$ cat src/rtl/serial_peer_uart.sv
// Full-duplex 8N1 UART endpoint with 16x oversampling and small RX/TX FIFOs.
// Models the far-end keyboard/MIDI device attached to the ACIA serial line.
module serial_peer_uart #(
    parameter int CLK_DIV = 64,
    parameter int FIFO_AW = 2
) (
    input  logic       clk,
    input  logic       reset,
    input  logic       rx,
    output logic       tx,
    input  logic [7:0] tx_data,
    input  logic       tx_wr,
    output logic       tx_full,
    output logic       tx_busy,
    output logic [7:0] rx_data,
    output logic       rx_valid,
    input  logic       rx_ack,
    output logic       rx_frame_err,
    output logic       rx_overrun
);

    localparam int DW    = (CLK_DIV > 1) ? $clog2(CLK_DIV) : 1;
    localparam int DEPTH = 1 << FIFO_AW;
    localparam int PW    = FIFO_AW + 1;

    localparam logic [1:0] RX_IDLE  = 2'd0;
    localparam logic [1:0] RX_START = 2'd1;
    localparam logic [1:0] RX_DATA  = 2'd2;
    localparam logic [1:0] RX_STOP  = 2'd3;

    localparam logic [0:0] TX_IDLE  = 1'b0;
    localparam logic [0:0] TX_SHIFT = 1'b1;

    logic [DW-1:0] div;
    logic          tick;

    assign tick = (div == DW'(CLK_DIV - 1));

    always_ff @(posedge clk) begin
        if (reset)     div <= '0;
        else if (tick) div <= '0;
        else           div <= div + DW'(1);
    end

    logic       sync1, sync2, filt;
    logic [1:0] hist;

    // Filtered level follows only after three equal synchronized samples.
    always_ff @(posedge clk) begin
        if (reset) begin
            sync1 <= 1'b1;
            sync2 <= 1'b1;
            hist  <= 2'b11;
            filt  <= 1'b1;
        end else begin
            sync1 <= rx;
            sync2 <= sync1;
            hist  <= {hist[0], sync2};
            if (hist == {2{sync2}}) filt <= sync2;
        end
    end

    logic [1:0]    rx_state;
    logic [3:0]    rx_cnt;
    logic [2:0]    rx_bit;
    logic [7:0]    rx_sh;
    logic [7:0]    rx_mem [DEPTH];
    logic [PW-1:0] rx_wp, rx_rp;
    logic          rx_empty, rx_full, rx_push, rx_pop, stop_hit;

    assign rx_empty = (rx_wp == rx_rp);
    assign rx_full  = (rx_wp[FIFO_AW] != rx_rp[FIFO_AW]) &&
                      (rx_wp[FIFO_AW-1:0] == rx_rp[FIFO_AW-1:0]);
    assign stop_hit = tick && (rx_state == RX_STOP) && (rx_cnt == 4'd0);
    assign rx_push  = stop_hit && filt && !rx_full;
    assign rx_pop   = rx_ack && !rx_empty;
    assign rx_valid = !rx_empty;
    assign rx_data  = rx_valid ? rx_mem[rx_rp[FIFO_AW-1:0]] : 8'h00;

    always_ff @(posedge clk) begin
        if (reset) begin
            rx_state <= RX_IDLE;
            rx_cnt   <= '0;
            rx_bit   <= '0;
            rx_sh    <= '0;
        end else if (tick) begin
            case (rx_state)
                RX_IDLE: begin
                    if (!filt) begin
                        rx_state <= RX_START;
                        rx_cnt   <= 4'd7;
                    end
                end
                RX_START: begin
                    if (rx_cnt != 4'd0) begin
                        rx_cnt <= rx_cnt - 4'd1;
                    end else if (!filt) begin
                        rx_state <= RX_DATA;
                        rx_cnt   <= 4'd15;
                        rx_bit   <= '0;
                    end else begin
                        rx_state <= RX_IDLE;
                    end
                end
                RX_DATA: begin
                    if (rx_cnt != 4'd0) begin
                        rx_cnt <= rx_cnt - 4'd1;
                    end else begin
                        rx_sh  <= {filt, rx_sh[7:1]};
                        rx_cnt <= 4'd15;
                        rx_bit <= rx_bit + 3'd1;
                        if (rx_bit == 3'd7) rx_state <= RX_STOP;
                    end
                end
                RX_STOP: begin
                    if (rx_cnt != 4'd0) rx_cnt <= rx_cnt - 4'd1;
                    else                rx_state <= RX_IDLE;
                end
                default: rx_state <= RX_IDLE;
            endcase
        end
    end

    // A drop on a full FIFO wins over a same-cycle pop clearing overrun.
    always_ff @(posedge clk) begin
        if (reset) begin
            rx_frame_err <= 1'b0;
            rx_overrun   <= 1'b0;
        end else begin
            if (rx_pop) rx_overrun <= 1'b0;
            if (stop_hit) begin
                if (filt) begin
                    rx_frame_err <= 1'b0;
                    if (rx_full) rx_overrun <= 1'b1;
                end else begin
                    rx_frame_err <= 1'b1;
                end
            end
        end
    end

    always_ff @(posedge clk) begin
        if (reset) begin
            rx_wp <= '0;
            rx_rp <= '0;
        end else begin
            if (rx_push) rx_wp <= rx_wp + PW'(1);
            if (rx_pop)  rx_rp <= rx_rp + PW'(1);
        end
    end

    always_ff @(posedge clk) begin
        if (rx_push) rx_mem[rx_wp[FIFO_AW-1:0]] <= rx_sh;
    end

    logic [0:0]    tx_state;
    logic [3:0]    tx_cnt;
    logic [3:0]    tx_bit;
    logic [9:0]    tx_sh;
    logic [7:0]    tx_mem [DEPTH];
    logic [PW-1:0] tx_wp, tx_rp;
    logic          tx_empty, tx_push, tx_pop, tx_last;

    assign tx_empty = (tx_wp == tx_rp);
    assign tx_full  = (tx_wp[FIFO_AW] != tx_rp[FIFO_AW]) &&
                      (tx_wp[FIFO_AW-1:0] == tx_rp[FIFO_AW-1:0]);
    assign tx_push  = tx_wr && !tx_full;
    assign tx_last  = (tx_state == TX_SHIFT) && (tx_cnt == 4'd0) &&
                      (tx_bit == 4'd9);
    // Reloading straight out of the stop bit keeps frames back-to-back.
    assign tx_pop   = tick && !tx_empty &&
                      ((tx_state == TX_IDLE) || tx_last);
    assign tx_busy  = !tx_empty || (tx_state == TX_SHIFT);

    always_ff @(posedge clk) begin
        if (reset) begin
            tx_state <= TX_IDLE;
            tx_sh    <= '1;
            tx_cnt   <= '0;
            tx_bit   <= '0;
        end else if (tick) begin
            if (tx_pop) begin
                tx_sh    <= {1'b1, tx_mem[tx_rp[FIFO_AW-1:0]], 1'b0};
                tx_bit   <= '0;
                tx_cnt   <= 4'd15;
                tx_state <= TX_SHIFT;
            end else if (tx_state == TX_SHIFT) begin
                if (tx_cnt != 4'd0) begin
                    tx_cnt <= tx_cnt - 4'd1;
                end else if (tx_bit == 4'd9) begin
                    tx_state <= TX_IDLE;
                end else begin
                    tx_sh  <= {1'b1, tx_sh[9:1]};
                    tx_bit <= tx_bit + 4'd1;
                    tx_cnt <= 4'd15;
                end
            end
        end
    end

    always_ff @(posedge clk) begin
        if (reset) tx <= 1'b1;
        else       tx <= (tx_state == TX_SHIFT) ? tx_sh[0] : 1'b1;
    end

    always_ff @(posedge clk) begin
        if (reset) begin
            tx_wp <= '0;
            tx_rp <= '0;
        end else begin
            if (tx_push) tx_wp <= tx_wp + PW'(1);
            if (tx_pop)  tx_rp <= tx_rp + PW'(1);
        end
    end

    always_ff @(posedge clk) begin
        if (tx_push) tx_mem[tx_wp[FIFO_AW-1:0]] <= tx_data;
    end

endmodule
$ cat config.mk
export PLATFORM = sky130hd
export DESIGN_NAME = serial_peer_uart
export DESIGN_NICKNAME = d
export VERILOG_FILES = /design/src/rtl/serial_peer_uart.sv
export SDC_FILE = /design/constraint.sdc
export NUM_CORES = 1
export LEC_CHECK = 0
export CORE_AREA = 2 2 138 140
export CTS_CLUSTER_DIAMETER = 150
export DETAILED_ROUTE_END_ITERATION = 6
export DIE_AREA = 0 0 140 142
export DONT_BUFFER_PORTS = 1
export PLACE_DENSITY_LB_ADDON = 0.08
export SLEW_MARGIN = 0
export SYNTH_ARGS = -nofsm -noshare
export SYNTH_HDL_FRONTEND = slang
export SYNTH_SLANG_ARGS = --single-unit
export TNS_END_PERCENT = 10
$ cat constraint.sdc
create_clock -name clk -period 4.1 [get_ports clk]
set_input_delay 1.23 -clock clk [delete_from_list [all_inputs] [get_ports clk]]
set_output_delay 1.23 -clock clk [all_outputs]
set_load 0.1 [all_outputs]
Word-level counts from Yosys, hierarchy flattened
Memory sizes are Yosys's and may differ from the RTL's. A register that Yosys moved wholly into a read port is not among the register bits. Cells that the tools add are included.

Register bits after elaboration: 62. Latch bits: 0. Bits in writable memories: 64. ROM bits: 0. Bits of input ports: 13. Logic and storage cells: 137. Memories kept: 2.

Memories: rx_mem (depth 4, bits a word 8, read ports 1, clocked after memory_dff 1, wr ports 1, RTL line 67) `logic [7:0] rx_mem [DEPTH];`; tx_mem (depth 4, bits a word 8, read ports 1, clocked after memory_dff 1, wr ports 1, RTL line 160) `logic [7:0] tx_mem [DEPTH];`.

$add $sub $neg: 9. $mul: 0. Divide/modulo/power cells: 0. Order comparisons: 0. Equality and inequality tests: 24. Shift operators: 0. Mux-type cells: 47. Bitwise gates (word level): 2. Reduce and logical (&&, ||, !) cells: 33.

Operators with widths (number): $mux W4 (13); $mux W10 (4); $mux W2 (10); $ne A2 B2 Y1 const B (8); $pmux W4 S4 (1); $add A3 B1 Y3 const B (5); $mux W1 (13); $logic_and A1 B1 Y1 (12); $mux W3 (3); $logic_not A4 Y1 (2); $mux W8 (1); $pmux W2 S4 (1); $reduce_and A4 Y1 (2); $reduce_bool A4 Y1 (2); $sub A4 B1 Y4 const B (2); $add A6 B1 Y6 const B (1); $eq A2 B2 Y1 (3); $eq A3 B3 Y1 (2); $eq A6 B6 Y1 const B (1); $ne A3 B3 Y1 const B (2); $pmux W3 S2 (1); $reduce_and A3 Y1 (2); $reduce_and A6 Y1 (1); $reduce_and A5 Y1 (1); 13 further kinds (22).

Depth between registers and ports, before layout
Depth in word-level cells: 7. Depth in mapped cells: 9. Depth with buffers taken out: 7.

Worst setup path before layout
No wires, ideal clock.

Path type: reg-to-output. Start: register rx_wp[0]. End: output port rx_data[0]. Arrival time: 2.435 ns. Path slack: 0.435 ns. Stages on the path, launching flop included: 5. Cell sequence: dfxtp_1 -> xnor2_1 -> nand3_1 -> clkbuf_1 -> and2_1.

Longest elaborated chain between the ends: 2.

Ends and longest elaborated chain: from (decl) (RTL line 68) `logic [PW-1:0] rx_wp, rx_rp;`; from (signal assigned) (RTL line 147) `if (rx_push) rx_wp <= rx_wp + PW'(1);`; $eq A3 B3 Y1 (RTL line 71) `assign rx_empty = (rx_wp == rx_rp);`; $mux W8 (RTL line 78) `assign rx_data = rx_valid ? rx_mem[rx_rp[FIFO_AW-1:0]] : 8'h00;`; to (decl) (RTL line 15) `output logic [7:0] rx_data,`.

No other way between the ends.

==> run_results.csv <==
group,metric,value,unit
floorplan,fp-row-count,50,
logic_synthesis,count_of_state_elements_after_synthesis,129,
grt,vias_in_the_first_global_route,3317,
logic_synthesis,synth.distinct_cells,54,
logic_synthesis,postSynth.topFlopCell,"sky130_fd_sc_hd__dfxtp_1",
logic_synthesis,synth_cells,430,
logic_synthesis,async_flop_share,0,
placed_design,place_hpwl,6780,µm
floorplan,die_area,0.0199,mm²
logic_synthesis,syn-mean-instance-area,12.7,µm²
drt,drt_iter0_markers,194,
finish,drive_gt1_frac,0.154,
logic_synthesis,combinational_family_with_the_most_area_after_synthesis,"simple AND/OR/NAND/NOR gates",
finish,antenna_cells_inserted,0,
critical_path,cp-start-kind,"register",
sta,timing.final.crit_share,0.796,
pwr,power_per_cell_area,445,mW/mm²
drt,ant_nets,0,
floorplan,floorplan.io_pins,27,
clocking,clk_transition_reported_paths,50,ps
drt,drt_first_pass_iters,7,
placed_design,count_of_buffers_inserted_at_the_top_level_ports,0,
placed_design,post-place-cells,656,
logic_synthesis,yosysWarnings,0,
logic_synthesis,postSynthNetCount,466,
logic_synthesis,yosysSeqAreaShare,0.592,
finish,final_core_util,0.340,
pwr,power.ir.vdd_worst,0.306,mV
critical_path,worstSetupPathType,"register to output port",
floorplan,initial_utilization,0.295,
drt,wl_per_cell,14.7,µm
logic_synthesis,syn-cell-area,0.00544,mm²
clocking,post_cts_buffers,0,
clocking,post_cts_hold_buffer_count,0,
critical_path,critPathCaptureType,"output port",
grt,grt_max_degree,63,
hold_path,timing.hold.worst.class,"register to register",
logic_synthesis,yosys-mux-area-fraction,0.101,
logic_synthesis,synthSimpleGateAreaFrac,0.125,
critical_path,crit_slowest_cell,"sky130_fd_sc_hd__dfxtp_1",
finish,post_route_design_area,0.00627,mm²
grt,initial_antenna_violation_count,1,
sta,fmax,0.306,GHz
drt,drcViolationCount,0,
flow_run,cap_violations,0,
pwr,static-leakage-power,2.18,nW
clocking,cts.sink_count,129,
sta,final_max_slew_viol_count,0,
logic_synthesis,number_of_synthesized_flops_with_an_enable_pin,64,
clocking,cts_buffers,17,
finish,stdcell_count,688,
sta,hold_ws,407,ps
grt,grt.overflow.total,0,
clocking,clock_insertion_delay_worst_skew,410,ps
sta,worstMarginPinSlew,1020,ps
critical_path,slowest_delay,650,ps
critical_path,cell_breakdown_of_the_critical_path,"mux4_2 -> and2_1 -> buf_4",
grt,grt_pass1_wl,16900,µm
grt,track_usage,0.111,
sta,setup_viol_count_final,0,
drt,detail_route.vias_per_cell,4.70,
logic_synthesis,synth_fa_ha_area_frac,0.0529,
clocking,cts_resizes,0,
sta,clock_skew,8.76,ps
critical_path,critical_path_maximum_fanout,8,
outcome,outcome,"finished clean",
finish,final_common_cell,"sky130_fd_sc_hd__dfxtp_1",
critical_path,timing.critical_path.arrival,2030,ps
sta,timing.final.crit_period,3260,ps
sta,max_slew_margin,0.316,
finish,num-fill-cells,1819,
sta,final_hold_viol_count,0,
sta,post-route-worst-setup-slack,835,ps
clocking,h-tree-depth,4,
placed_design,pre_cts_setup_slack,1220,ps
floorplan,floorplan.die.height,142,µm
finish,flow.area_growth_from_synthesis,15.2,%
finish,finish.net_count,477,
pwr,total_power,2.79,mW
sta,rsz_0062_raised_after_global_routing,"no",
clocking,clk_root_buffer_cell,"sky130_fd_sc_hd__clkbuf_16",
drt,route.vias.total,3236,
clocking,cts.path.max_buffers,2,
floorplan,core_area,0.0185,mm²
logic_synthesis,synthXorXnorAreaFrac,0.0322,
finish,layout_common_cells,"sky130_fd_sc_hd__dfxtp_1 (65), sky130_fd_sc_hd__edfxtp_1 (64), sky130_fd_sc_hd__nor2_1 (48)",
placed_design,placer_congestion_estimate,0.711,
sta,setup-tns-final,0,ps
critical_path,worst-endpoint-required,2870,ps
drt,wirelength,10100,µm
clocking,tritoncts,"done",
logic_synthesis,synth_compound_area_frac,0.0696,
placed_design,placement.cell_area,0.00573,mm²
floorplan,fp.dieW,140,µm
==> area by class of cell <==
cell class	count	area (µm²)	share of cell area
clock inverters	12	88.8	0.0142
multi-input cells	266	2080	0.331
flip-flops and latches	129	3220	0.514
repair buffers	11	82.6	0.0132
inverters	16	60.1	0.00958
well taps	234	293	0.0467
clock buffers	20	447	0.0712
==> layer usage <==
layer | share of wire | GRT usage
met1 | 0.45 | 0.129
met2 | 0.48 | 0.184
met3 | 0.046 | 0.0400
met4 | 0.014 | 0.0510
met5 | 0.0013 | 0
==> cell usage after synthesis (2+ instances only) <==
cell type	n	share of area
sky130_fd_sc_hd__edfxtp_1	64	0.35
sky130_fd_sc_hd__nor3_2	2	0.0037
sky130_fd_sc_hd__nand2b_1	4	0.0046
sky130_fd_sc_hd__or2_2	4	0.0046
sky130_fd_sc_hd__nand3b_1	3	0.0041
sky130_fd_sc_hd__nand4_1	3	0.0034
sky130_fd_sc_hd__buf_2	2	0.0018
sky130_fd_sc_hd__mux4_2	16	0.066
sky130_fd_sc_hd__a31oi_1	2	0.0023
sky130_fd_sc_hd__and3b_1	2	0.0032
sky130_fd_sc_hd__xor2_1	7	0.011
sky130_fd_sc_hd__o21bai_1	2	0.0028
sky130_fd_sc_hd__ha_1	23	0.053
sky130_fd_sc_hd__xnor2_1	13	0.021
sky130_fd_sc_hd__a221o_1	2	0.0037
sky130_fd_sc_hd__a21oi_2	2	0.0032
sky130_fd_sc_hd__clkbuf_1	12	0.0083
sky130_fd_sc_hd__nor3b_1	3	0.0041
sky130_fd_sc_hd__o21ai_0	6	0.0055
sky130_fd_sc_hd__mux2i_1	19	0.035
sky130_fd_sc_hd__nand2_1	14	0.0097
sky130_fd_sc_hd__nand3_1	8	0.0074
sky130_fd_sc_hd__nor3_1	14	0.013
sky130_fd_sc_hd__nor2_1	48	0.033
sky130_fd_sc_hd__nor2b_1	3	0.0034
sky130_fd_sc_hd__inv_1	16	0.011
sky130_fd_sc_hd__a21oi_1	21	0.019
sky130_fd_sc_hd__dfxtp_1	65	0.24
sky130_fd_sc_hd__and2_1	16	0.018
sky130_fd_sc_hd__buf_1	3	0.0021
sky130_fd_sc_hd__o22ai_1	2	0.0023
sky130_fd_sc_hd__o211ai_1	2	0.0028
sky130_fd_sc_hd__o31ai_1	2	0.0028
sky130_fd_sc_hd__a211oi_1	3	0.0041
sky130_fd_sc_hd__a22oi_1	3	0.0041
==> critical path: cells and delay by family (launching register included) <==
| kind | cells | cell delay [ps] |
|---|---|---|
| muxes | 1 | 570 |
| and+or+nand+nor | 1 | 170 |
| buffers and inverters | 1 | 230 |
| DFF | 1 | 650 |
==> cells by family after synthesis <==
family                   Yosys count
AO/OA/AOI/OAI                     56
XOR/XNOR                          20
adder cells (fa/ha/maj)           23
buffers and inverters             35
flip-flops                       129
multiplexers                      35
AND/OR/NAND/NOR                  132
==> worst paths after layout <==
path | start | to | slack [ps] | cells after the start
setup / recovery | register | rx_data[7] | 840 | 3
setup reg to reg | tx_cnt[0]$_SDFFE_PP0P_ | tx_sh[2]$_SDFFE_PP1P_ | 1460 | 7
hold / removal | sync1$_SDFF_PP1_ | sync2$_SDFF_PP1_ | 410 | 1
hold reg to reg | sync1$_SDFF_PP1_ | sync2$_SDFF_PP1_ | 410 | 1
==> power breakdown <==
group          switching [mW]  internal (mW)  leakage (nW)
registers             0.00823           1.37          1.12
clock network           0.556          0.788         0.252
logic                  0.0427         0.0220         0.816
==> flip-flops by register name (all words and copies together), names as in the netlist, named ones only <==
| name | flops |
|---|---|
| rx_overrun | 1 |
| div | 6 |
| tx | 1 |
| filt | 1 |
| tx_bit | 4 |
| tx_sh | 9 |
| rx_mem | 32 |
| tx_rp | 3 |
| tx_mem | 32 |
| sync1 | 1 |
| tx_cnt | 4 |
| rx_cnt | 4 |
| tx_state | 1 |
| rx_bit | 3 |
| sync2 | 1 |
| rx_rp | 3 |
| rx_state | 1 |
| rx_wp | 3 |
| rx_sh | 8 |
| rx_frame_err | 1 |
| hist | 2 |
| tx_wp | 3 |
No activity file was read; power rests on OpenSTA's default activity.
